### config.mk
export PLATFORM = sky130hd
export DESIGN_NAME = pc_sequencer_flat
export DESIGN_NICKNAME = d
export VERILOG_FILES = /design/src/rtl/pc_sequencer_if.sv /design/src/rtl/pc_sequencer.sv /design/src/flat_wrapper.sv
export SDC_FILE = /design/constraint.sdc
export NUM_CORES = 1
export LEC_CHECK = 0
export ABC_CLOCK_PERIOD_IN_PS = 6000
export BUFFER_PORTS_ARGS = -buffer_cell sky130_fd_sc_hd__buf_2
export CAP_MARGIN = 20
export CORE_ASPECT_RATIO = 1.1
export CORE_UTILIZATION = 50
export CTS_CLUSTER_DIAMETER = 50
export DETAILED_ROUTE_END_ITERATION = 10
export GPL_TIMING_DRIVEN = 0
export PLACE_DENSITY = 0.76
export SYNTH_ARGS = -nofsm -noshare
export SYNTH_HDL_FRONTEND = slang
export SYNTH_SLANG_ARGS = --single-unit
### constraint.sdc
create_clock -name Clk -period 6 [get_ports Clk]
set_input_delay 1.2 -clock Clk [delete_from_list [all_inputs] [get_ports Clk]]
set_output_delay 1.2 -clock Clk [all_outputs]
set_load 0.02 [all_outputs]
### src/rtl/pc_sequencer_if.sv
// rtl/pc_sequencer_if.sv - decoder / instruction-memory / lookup-table bundle for pc_sequencer
interface pc_sequencer_if #(
  parameter int D  = 12,
  parameter int CW = 16
);
  logic          start;
  logic          halt_req;
  logic          stall;
  logic          branch_en;
  logic          branch_cond;
  logic [7:0]    lut_idx;
  logic [7:0]    lut_addr;
  logic [D-1:0]  lut_target;
  logic [D-1:0]  pc;
  logic          fetch_valid;
  logic          running;
  logic          done;
  logic [CW-1:0] branch_cnt;

  modport master (
    output start, halt_req, stall, branch_en, branch_cond, lut_idx, lut_target,
    input  lut_addr, pc, fetch_valid, running, done, branch_cnt
  );

  modport slave (
    input  start, halt_req, stall, branch_en, branch_cond, lut_idx, lut_target,
    output lut_addr, pc, fetch_valid, running, done, branch_cnt
  );
endinterface

### src/rtl/pc_sequencer.sv
// rtl/pc_sequencer.sv - program-counter sequencer with table-resolved relative branches
module pc_sequencer #(
  parameter int          D        = 12,
  parameter int unsigned START_PC = 0,
  parameter int          CW       = 16
) (
  input  logic           Clk,
  input  logic           Reset_n,
  pc_sequencer_if.slave  bus
);
  localparam logic [D-1:0] START_VAL = D'(START_PC);

  typedef enum logic [1:0] {S_IDLE, S_RUN, S_BR_WAIT, S_DONE} state_t;

  state_t        r_state, w_state_nx;
  logic [D-1:0]  r_pc, w_pc_nx;
  logic [7:0]    r_lut_addr, w_lut_addr_nx;
  logic          r_done, w_done_nx;
  logic [CW-1:0] r_branch_cnt, w_branch_cnt_nx;

  always_ff @(posedge Clk or negedge Reset_n) begin
    if (!Reset_n) begin
      r_state      <= S_IDLE;
      r_pc         <= START_VAL;
      r_lut_addr   <= 8'd0;
      r_done       <= 1'b0;
      r_branch_cnt <= '0;
    end else begin
      r_state      <= w_state_nx;
      r_pc         <= w_pc_nx;
      r_lut_addr   <= w_lut_addr_nx;
      r_done       <= w_done_nx;
      r_branch_cnt <= w_branch_cnt_nx;
    end
  end

  always_comb begin
    w_state_nx      = r_state;
    w_pc_nx         = r_pc;
    w_lut_addr_nx   = r_lut_addr;
    w_done_nx       = r_done;
    w_branch_cnt_nx = r_branch_cnt;
    case (r_state)
      S_IDLE, S_DONE: begin
        if (bus.start) begin
          w_state_nx      = S_RUN;
          w_pc_nx         = START_VAL;
          w_done_nx       = 1'b0;
          w_branch_cnt_nx = '0;
        end
      end
      S_RUN: begin
        if (bus.halt_req) begin
          w_state_nx = S_DONE;
          w_done_nx  = 1'b1;
        end else if (bus.stall) begin
          w_state_nx = S_RUN;
        end else if (bus.branch_en && bus.branch_cond) begin
          w_state_nx    = S_BR_WAIT;
          w_lut_addr_nx = bus.lut_idx;
          if (r_branch_cnt != {CW{1'b1}})
            w_branch_cnt_nx = r_branch_cnt + 1'b1;
        end else begin
          w_pc_nx = r_pc + D'(1);
        end
      end
      S_BR_WAIT: begin
        // A zero offset would branch to itself forever, so it ends the program instead.
        if (bus.halt_req || (!bus.stall && bus.lut_target == '0)) begin
          w_state_nx = S_DONE;
          w_done_nx  = 1'b1;
        end else if (!bus.stall) begin
          w_state_nx = S_RUN;
          w_pc_nx    = r_pc + bus.lut_target;
        end
      end
      default: w_state_nx = S_IDLE;
    endcase
  end

  assign bus.pc          = r_pc;
  assign bus.lut_addr    = r_lut_addr;
  assign bus.done        = r_done;
  assign bus.branch_cnt  = r_branch_cnt;
  assign bus.fetch_valid = (r_state == S_RUN) && !bus.stall;
  assign bus.running     = (r_state == S_RUN) || (r_state == S_BR_WAIT);
endmodule

### src/flat_wrapper.sv
// flat-port wrapper written by rule: the top's interface ports become plain ports
module pc_sequencer_flat 
#(
  parameter int          D        = 12,
  parameter int unsigned START_PC = 0,
  parameter int          CW       = 16
)
  (Clk, Reset_n, bus_start, bus_halt_req, bus_stall, bus_branch_en, bus_branch_cond, bus_lut_idx, bus_lut_target, bus_lut_addr, bus_pc, bus_fetch_valid, bus_running, bus_done, bus_branch_cnt);
  pc_sequencer_if #(.D(D), .CW(CW)) bus_i ();
  input  logic Clk;
  input  logic Reset_n;
  input wire logic [$bits(bus_i.start)-1:0] bus_start;
  input wire logic [$bits(bus_i.halt_req)-1:0] bus_halt_req;
  input wire logic [$bits(bus_i.stall)-1:0] bus_stall;
  input wire logic [$bits(bus_i.branch_en)-1:0] bus_branch_en;
  input wire logic [$bits(bus_i.branch_cond)-1:0] bus_branch_cond;
  input wire logic [$bits(bus_i.lut_idx)-1:0] bus_lut_idx;
  input wire logic [$bits(bus_i.lut_target)-1:0] bus_lut_target;
  output wire logic [$bits(bus_i.lut_addr)-1:0] bus_lut_addr;
  output wire logic [$bits(bus_i.pc)-1:0] bus_pc;
  output wire logic [$bits(bus_i.fetch_valid)-1:0] bus_fetch_valid;
  output wire logic [$bits(bus_i.running)-1:0] bus_running;
  output wire logic [$bits(bus_i.done)-1:0] bus_done;
  output wire logic [$bits(bus_i.branch_cnt)-1:0] bus_branch_cnt;
  assign bus_i.start = bus_start;
  assign bus_i.halt_req = bus_halt_req;
  assign bus_i.stall = bus_stall;
  assign bus_i.branch_en = bus_branch_en;
  assign bus_i.branch_cond = bus_branch_cond;
  assign bus_i.lut_idx = bus_lut_idx;
  assign bus_i.lut_target = bus_lut_target;
  assign bus_lut_addr = bus_i.lut_addr;
  assign bus_pc = bus_i.pc;
  assign bus_fetch_valid = bus_i.fetch_valid;
  assign bus_running = bus_i.running;
  assign bus_done = bus_i.done;
  assign bus_branch_cnt = bus_i.branch_cnt;
  pc_sequencer #(.D(D), .START_PC(START_PC), .CW(CW)) u_core (.Clk(Clk), .Reset_n(Reset_n), .bus(bus_i));
endmodule
==> results of run 1 <==
-- worst register-to-register path: cells and delay by family (launching register included) --
kind,cells,cell delay [ns]
AO/OA/AOI/OAI,4,0.97
flip-flops,1,0.39
buffers and inverters,3,0.70
adder cells (fa/ha/maj),2,0.39
AND/OR/NAND/NOR,3,0.46
-- path summary, 6_finish.rpt --
check	end	slack (ns)	cells past startpoint
worst max-delay path	u_core.bus.pc[11]	2.94	12
worst min-delay path	u_core.bus.lut_addr[0]	0.48	1
worst max register to register	u_core.bus.pc[11]	2.94	12
worst min register to register	u_core.bus.lut_addr[0]	0.48	1
max in group asynchronous	u_core.bus.pc[7]	4.44	1
min in group asynchronous	u_core.bus.branch_cnt[5]	1.01	1
-- flip-flops by register name (all words and copies together), names as in the netlist --
signal                 count
u_core.bus.done            1
u_core.bus.pc             12
u_core.bus.branch_cnt     16
u_core.r_state             2
u_core.bus.lut_addr        8
-- metrics by stage --
| step | hold slack, ns | instance area [sq um] | util | power (mW) |
|---|---|---|---|---|
| after global routing | 0.5038 | 3080 | 0.6203 | 1.407 |
| after global placement | 0.4636 | 2968 | 0.5976 | 1.078 |
| after detailed placement | 0.4691 | 2968 | 0.5976 | 1.092 |
| after CTS | 0.4888 | 3080 | 0.6203 | 1.321 |
| final | 0.4812 | 3080 | 0.6203 | 1.315 |
| after floorplan | 0.4814 | 2570 | - | 0.8901 |
-- final cells by class --
type / count / area, sq um
plain buffers: 9 / 63.81
clock buffers: 5 / 68.82
clock inverters: 3 / 43.79
fillers: 441 / 1886
inverters: 6 / 22.52
multi-input cells: 231 / 1508
flip-flops and latches: 39 / 975.9
well taps: 58 / 72.57
repair buffers: 65 / 325.3
-- logic make-up (layout without fill, tap and decap cells) --
kind of cell,Yosys count,in the layout,synth area share
flip-flops,39,39,0.3797
AO/OA/AOI/OAI,78,78,0.2079
multiplexers,12,12,0.05063
buffers and inverters,15,88,0.03359
adder cells (fa/ha/maj),15,15,0.07595
AND/OR/NAND/NOR,118,118,0.2249
XOR/XNOR,8,8,0.02726
-- metal layers --
layer	vias up	wire length, um	share of wire	GRT usage
met4	0	56	0.0096	0.06600
met5	-	0	0	0
met1	1072	2726	0.47	0.3186
met2	73	2778	0.48	0.3590
met3	6	275	0.047	0.03942
li1	1182	-	-	-
-- cell usage in the layout, fill, tap and decap left out, drive strengths merged, types with 8 or more instances in the layout --
cell type,Yosys,final
buf,6,71
nand2,49,49
dfrtp,39,39
o21ai,23,23
and2,16,16
nor2,16,16
ha,14,14
a21oi,13,13
nor3,8,8
nand3,8,8
a22o,8,8
mux2,8,8
clkbuf,3,8
-- power breakdown --
group          internal (mW)  total [mW]  switching [mW]
combinational          0.251       0.693           0.442
clock                  0.124       0.225           0.101
sequential             0.340       0.397          0.0572
total                  0.715        1.31           0.600
==> impl_metrics.ini, run 1 <==
[setup_path]
crit_start = u_core.r_state[0]
worstPathMaxFanout = 10
crit_chain = inv_1 -> ha_1 -> clkbuf_1 -> clkbuf_1 -> and2_1 -> ha_1 -> a211oi_1 -> o211ai_1 -> nand3_1 -> nand2_1 -> a311oi_1 -> o311ai_1
critical_path.endpoint_type = flop
crit_buf_inv = 3
crit_required_ns = 6.15
worstReg2RegStart = u_core.r_state[0]
worst-setup-path-type = flop to flop
cp_top_family = compound AO/OA/AOI/OAI gates
cp_slowest_cell = dfrtp_1
cp-start-kind = flop
worst_ep_arrival_time_ns = 3.21
slowest_delay_ns = 0.39

[power]
power_density_mw_per_mm2 = 426.8
p_leak_nw = 1.523
irDropWorstVdd_v = 0.0002321

[route]
first_pass_iters = 4
drtIter0Drc = 99
drcViolationCount = 0
num_vias = 2333
ant_nets = 0
wl_um = 5836
wl_per_cell_um = 14.03
drt-vias-per-instance = 5.608

[grt]
grt-ovfl-total = 0
grt_usage = 0.2277
grt_max_degree = 40
grt_pass1_vias = 2177
grt_pass1_wl_um = 9977
antenna_found_initial = 0

[yosys]
ys_seq_area_frac = 0.3797
syn-num-nets = 327
synth.area.top_cells = dfrtp_1 (38%), nand2_1 (7.2%), ha_1 (6.8%), and2_1 (3.9%), mux2_1 (3.5%)
synth-async-reset-ratio = 1.000
synthesis.area_sq_mm = 0.002570
yosysMostFrequentCell = nand2_1
ys.flop_type = dfrtp_1
synth_cells = 285
ys_ff_latch = 39
synth-warning-count = 0
post-synth-top-area-fraction = 0.3797
syn_area_per_cell_sq_um = 9.017
synth_largest_area_cell = dfrtp_1
ys_top_cells_by_count = nand2_1 (49), dfrtp_1 (39), and2_1 (16), nor2_1 (16), o21ai_1 (16)
synth_cell_types = 48
synth_edf_count = 0

[place]
place.gp.congestion = 0.8728
dp_hpwl_um = 4345
dp_slack_ns = 2.722
dpl.cell_count = 408
portBuffers = 65

[floorplan]
initial_core_util = 0.5175
dieArea_sq_mm = 0.005431
row_count = 27
coreArea_sq_mm = 0.004966
die_h_um = 77.19
ioPinCount = 66
die_x_um = 70.36

[hold_path]
hold_start = u_core.bus.lut_addr[0]
min_path_type = flop to flop

[cells_and_area]
antennaDiodeCount = 0
layout.nets = 399
area_growth_pct = 19.86
layout-drive-gt1-share = 0.2430
fin_cells = 416

[clocking]
hold_buffers = 0
cts-root-buf = clkbuf_8
path_clk_slew_ns = 0.08
clockBufferDepth = 2
cts.sinks = 39
clk_latency_ns = 0.30
post_cts_buffers = 0
cts_tree = built
cts_made_buffers = 5
ctsHtreeMaxLevel = 2
cts.repair.resized = 0

[timing]
skew_ns = 0.005038
finalSetupViolCount = 0
rsz0062_at_grt = no
finalCritPeriodShare = 0.5096
tns_ns = 0
hold_violations = 0
worst_pin_slew_ns = 0.8749
period_minus_slack_ns = 3.058
slew-limit-headroom = 0.4167
final.setup.worst_slack_ns = 2.942
drv_slew = 0
fmax_mhz = 327.0

[flow_run]
maxCapViolCount = 0

[outcome]
status = completed
No activity file was read; power rests on OpenSTA's default activity.
==> run 2, diff against run 1 <==
--- a/config.mk
+++ b/config.mk
@@ -5,7 +5,7 @@
 export SDC_FILE = /design/constraint.sdc
 export NUM_CORES = 1
 export LEC_CHECK = 0
-export ABC_CLOCK_PERIOD_IN_PS = 6000
+export ABC_CLOCK_PERIOD_IN_PS = 2850
 export BUFFER_PORTS_ARGS = -buffer_cell sky130_fd_sc_hd__buf_2
 export CAP_MARGIN = 20
 export CORE_ASPECT_RATIO = 1.1
==> constraint.sdc (replaced) <==
create_clock -name Clk -period 2.85 [get_ports Clk]
set_input_delay 0.57 -clock Clk [delete_from_list [all_inputs] [get_ports Clk]]
set_output_delay 0.57 -clock Clk [all_outputs]
set_load 0.02 [all_outputs]
==> impl_metrics.ini, run 2 (synthesis results as in run 1) <==
[setup_path]
critical_path.endpoint_type = flop
slowest_delay_ns = 0.36
worstPathMaxFanout = 10
worst-setup-path-type = flop to flop
crit_chain = inv_1 -> ha_4 -> clkbuf_4 -> and2_1 -> ha_2 -> o211ai_1 -> o211ai_1 -> nand3_1 -> and3_1 -> a311oi_1 -> o311ai_1
crit_top_cell = o211ai_1
worst_ep_arrival_time_ns = 2.84
cp_slowest_cell = dfrtp_1
cp-start-kind = flop
crit_required_ns = 3.01
reg2reg_depth = 11

[route]
drcViolationCount = 0
drtIter0Drc = 117
num_vias = 2382
wl_per_cell_um = 14.16
ant_nets = 0
wl_um = 5903
drt-vias-per-instance = 5.712
first_pass_iters = 5

[clocking]
clk_latency_ns = 0.30
hold_buffers = 0
path_clk_slew_ns = 0.08
ctsHtreeMaxLevel = 2
clockBufferDepth = 2
cts_made_buffers = 5
cts-root-buf = clkbuf_8
cts_tree = built
cts.sinks = 39

[place]
dpl.cell_count = 408
portBuffers = 65
dp_slack_ns = -0.1159
place.gp.congestion = 0.8728
dp_hpwl_um = 4345

[grt]
grt_max_degree = 40
antenna_found_initial = 0
grt_pass1_wl_um = 9977
grt_usage = 0.2277
grt-ovfl-total = 0
grt_pass1_vias = 2175

[cells_and_area]
final_common_cell = buf_2
fin_cells = 417
mostFrequentLayoutCells = buf_2 (68), nand2_1 (49), dfrtp_1 (39)
layout-drive-gt1-share = 0.2646
layout.nets = 400
fill_cells = 438
ff_latch_area_sq_um = 975.9
largest_reg_flops = 16
multi_input_area_sq_mm = 0.001535
antennaDiodeCount = 0
area_growth_pct = 21.52

[floorplan]
die_h_um = 77.19
die_x_um = 70.36
coreArea_sq_mm = 0.004966
ioPinCount = 66
initial_core_util = 0.5175
row_count = 27
dieArea_sq_mm = 0.005431

[power]
irDropWorstVdd_v = 0.0004885
power_density_mw_per_mm2 = 898.3
p_leak_nw = 1.533

[timing]
finalCritPeriodShare = 0.9411
finalSetupViolCount = 0
final.setup.worst_slack_ns = 0.1678
skew_ns = 0.003868
drv_slew = 0
worst_pin_slew_ns = 0.8724
slew-limit-headroom = 0.4184
hold_violations = 0
period_minus_slack_ns = 2.682
hold-worst-slack_ns = 0.3779
fmax_mhz = 372.8

[hold_path]
min_path_type = input port to asynchronous set/reset pin

[flow_run]
maxCapViolCount = 0

[outcome]
status = completed
[run 2: cell count changes in the layout (fill, tap and decap cells not counted)]
cell / before / now
ha_1: 14 / 12
ha_2: 0 / 1
a21oi_2: 0 / 2
clkbuf_1: 3 / 1
clkbuf_4: 0 / 1
a211oi_1: 4 / 3
ha_4: 0 / 1
buf_4: 0 / 2
a211oi_2: 1 / 2
a21oi_1: 13 / 11
[run 2: report_power, final]
part | leakage, nW | total (mW) | switching, mW | internal, mW
combinational | 0.974 | 1.49 | 0.938 | 0.553
sequential | 0.501 | 0.839 | 0.123 | 0.715
clock | 0.0581 | 0.475 | 0.214 | 0.261
[run 2: cell type report]
class	instances	area share
Clock inverter	3	0.01402
Clock buffer	5	0.02204
Inverter	6	0.007212
Timing Repair Buffer	67	0.1090
Buffer	8	0.02043
Sequential cell	39	0.3125
Tap cell	58	0.02324
Multi-Input combinational cell	231	0.4916
[run 2: layer usage]
layer | track usage | share of wire
met3 | 0.03942 | 0.052
met2 | 0.3590 | 0.47
met4 | 0.06600 | 0.0097
met5 | 0 | 0
met1 | 0.3186 | 0.47
[run 2: per-stage QoR]
stage | utilization | total power [mW] | instance area, sq um | TNS (ns)
finish | 0.6289 | 2.805 | 3123 | 0
floorplan | - | 1.874 | 2570 | 0
CTS | 0.6198 | 2.782 | 3078 | 0
detailed placement | 0.5976 | 2.298 | 2968 | -0.1918
global route | 0.6289 | 2.999 | 3123 | -0.04057
global placement | 0.5976 | 2.268 | 2968 | -0.1496
[run 2: what timing repair did]
action,CTS,global route
endpoints found under the hold margin,0,0
buffers inserted,0,2
resized for setup,1,8
pin swaps,0,2
endpoints found under the setup margin,4,4
[run 2: final timing paths]
path,startpoint,to,slack (ns)
max,u_core.r_state[0],u_core.bus.pc[11],0.17
min,Reset_n,u_core.bus.branch_cnt[5],0.38
max reg2reg,u_core.r_state[0],u_core.bus.pc[11],0.17
min reg2reg,u_core.bus.lut_addr[0],u_core.bus.lut_addr[0],0.48
max in group asynchronous,Reset_n,u_core.bus.pc[7],1.93
min in group Clk,bus_lut_idx[2],u_core.bus.lut_addr[2],0.48
[run 2: critical path: cells and delay by family (launching register included)]
family                   cells  cell delay (ns)
AO/OA/AOI/OAI                4             0.85
adder cells (fa/ha/maj)      2             0.56
buffers and inverters        2             0.27
flip-flops                   1             0.36
AND/OR/NAND/NOR              3             0.51
==> run 3, diff against run 2 <==
--- a/config.mk
+++ b/config.mk
@@ -5,11 +5,11 @@
 export SDC_FILE = /design/constraint.sdc
 export NUM_CORES = 1
 export LEC_CHECK = 0
-export ABC_CLOCK_PERIOD_IN_PS = 2850
+export ABC_CLOCK_PERIOD_IN_PS = 2200
 export BUFFER_PORTS_ARGS = -buffer_cell sky130_fd_sc_hd__buf_2
 export CAP_MARGIN = 20
 export CORE_ASPECT_RATIO = 1.1
-export CORE_UTILIZATION = 50
+export CORE_UTILIZATION = 48
 export CTS_CLUSTER_DIAMETER = 50
 export DETAILED_ROUTE_END_ITERATION = 10
 export GPL_TIMING_DRIVEN = 0
==> constraint.sdc (replaced) <==
create_clock -name Clk -period 2.2 [get_ports Clk]
set_input_delay 0.44 -clock Clk [delete_from_list [all_inputs] [get_ports Clk]]
set_output_delay 0.44 -clock Clk [all_outputs]
set_load 0.02 [all_outputs]
==> impl_metrics.ini, run 3 (synthesis results as in run 1) <==
[power]
pwr-share-seq = 0.277
power.switching_mw = 1.798
p_comb_frac = 0.566
intPower_mw = 2.210
p_leak_nw = 1.613
p_sw_frac = 0.4486
power_density_mw_per_mm2 = 1166
irDropWorstVdd_v = 0.0007464
p_clk_frac = 0.157

[setup_path]
crit_chain = ha_4 -> clkbuf_16 -> and2_4 -> ha_4 -> o211ai_1 -> o211ai_1 -> nand3_1 -> buf_4 -> a211oi_2 -> a311oi_2 -> o311ai_1
worst_ep_arrival_time_ns = 2.56
crit_start = u_core.r_state[1]
cp.depth = 11
ff2ff_setup_slack_ns = -0.20
crit_end = u_core.bus.pc[11]
worstReg2RegStart = u_core.r_state[1]
crit_required_ns = 2.36
slowest_delay_ns = 0.43
reg2reg_depth = 11
cp_top_family = compound AO/OA/AOI/OAI gates
cp-start-kind = flop
reg2reg_to = u_core.bus.pc[11]
worst-setup-path-type = flop to flop
crit_buf_inv = 2
cp_slowest_cell = dfrtp_1
critical_path.endpoint_type = flop
worstPathMaxFanout = 10

[place]
dp_slack_ns = -0.3339
dpl.cell_count = 408
dp_hpwl_um = 4568
place.gp.congestion = 0.8066
portBuffers = 65

[clocking]
path_clk_slew_ns = 0.08
cts_made_buffers = 5
ctsHtreeMaxLevel = 2
clk_latency_ns = 0.29
clockBufferDepth = 2
cts-root-buf = clkbuf_8
cts_tree = built
cts.sinks = 39

[flow_run]
maxCapViolCount = 0

[grt]
antenna_found_initial = 0
grt_usage = 0.2395
grt_max_degree = 40
grt_pass1_wl_um = 10750
grt-ovfl-total = 0
grt_pass1_vias = 2310

[floorplan]
coreArea_sq_mm = 0.005067
initial_core_util = 0.5072
dieArea_sq_mm = 0.005651
die_h_um = 78.75
row_count = 27
ioPinCount = 66
die_x_um = 71.77

[timing]
rsz0062_at_grt = yes
worst_pin_slew_ns = 0.8829
period_minus_slack_ns = 2.403
final.setup.worst_slack_ns = -0.2026
finalCritPeriodShare = 1.092
drv_slew = 0
hold_violations = 0
skew_ns = 0.003104
slew-limit-headroom = 0.4114
finalSetupViolCount = 6
fmax_mhz = 416.2

[route]
ant_nets = 0
num_vias = 2551
wl_met3_um = 433
drcViolationCount = 0
first_pass_iters = 6
met2_length_um = 3201
drtIter0Drc = 176
drt-vias-per-instance = 5.905
m1WireLength_um = 2890
wl_um = 6638
wl_per_cell_um = 15.37
maxUsedRoutingLayer = met4

[cells_and_area]
fill_cells = 433
layout-drive-gt1-share = 0.3529
largest_reg_flops = 16
area_growth_pct = 33.74
layout.nets = 415
final_common_cell = buf_2
mostFrequentLayoutCells = buf_2 (68), nand2_1 (49), dfrtp_1 (39)
antennaDiodeCount = 0
fin_cells = 432

[outcome]
status = finished, violations left
violations = setup timing

[hold_path]
min_path_type = input port to asynchronous set/reset pin
## run 3: worst reg2reg max path, cell delays in order (launching register included)
cell and delay (ns):
dfrtp_1 0.43, ha_4 0.20, clkbuf_16 0.16, and2_4 0.14
ha_4 0.21, o211ai_1 0.23, o211ai_1 0.17, nand3_1 0.16
buf_4 0.14, a211oi_2 0.06, a311oi_2 0.25, o311ai_1 0.13
## run 3: per-stage QoR
step / utilization / hold WS (ns) / power [mW] / setup TNS, ns / area, sq um
CTS: 0.6556 / 0.2900 / 3.863 / -0.5753 / 3322
floorplan: - / 0.1444 / 2.529 / -0.3265 / 2695
global route: 0.6783 / 0.3445 / 4.276 / -2.217 / 3437
global placement: 0.6104 / 0.4617 / 3.065 / -1.197 / 3093
detailed placement: 0.6104 / 0.4708 / 3.123 / -1.648 / 3093
finish: 0.6783 / 0.2574 / 4.008 / -0.9177 / 3437
## run 3: timing repair
item                                   CTS  global route
gates cloned                             0             1
gates resized for setup                  9            12
setup endpoints to repair               15            22
endpoints found under the hold margin    0             0
hold buffers                             0             0
pin swaps                               12             9
setup buffers                           10             6
## run 3: final cells by class
class | count | area [sq um] | area share
clock buffers | 5 | 68.82 | 0.02002
plain buffers | 8 | 81.33 | 0.02366
flip-flops and latches | 39 | 975.9 | 0.2839
multi-input cells | 231 | 1712 | 0.4980
inverters | 6 | 22.52 | 0.006553
clock inverters | 3 | 47.55 | 0.01383
repair buffers | 82 | 456.7 | 0.1329
well taps | 58 | 72.57 | 0.02111
## run 3: power by group through the flow
stage	clock network [mW]	registers (mW)	logic, mW
6_report	0.627	1.11	2.27
5_1_grt	0.672	1.14	2.46
4_1_cts	0.644	1.11	2.11
3_5_place_dp	0	1.12	2.01
3_3_place_gp	0	1.11	1.96
2_1_floorplan	0	1.33	1.20
## run 3: worst min path at each step
stage / end / slack, ns
after floorplan: u_core.bus.branch_cnt[0] / 0.14
after global placement: u_core.bus.lut_addr[0] / 0.46
after detailed placement: u_core.bus.lut_addr[5] / 0.47
after CTS: u_core.bus.branch_cnt[9] / 0.29
after global routing: u_core.bus.branch_cnt[11] / 0.34
final: u_core.bus.branch_cnt[10] / 0.26
## run 3: metal layers
metal  vias to the layer above  track usage
li1                       1213            -
met4                         0      0.08627
met5                         -            0
met3                        13      0.04315
met1                      1226       0.3206
met2                        99       0.3877
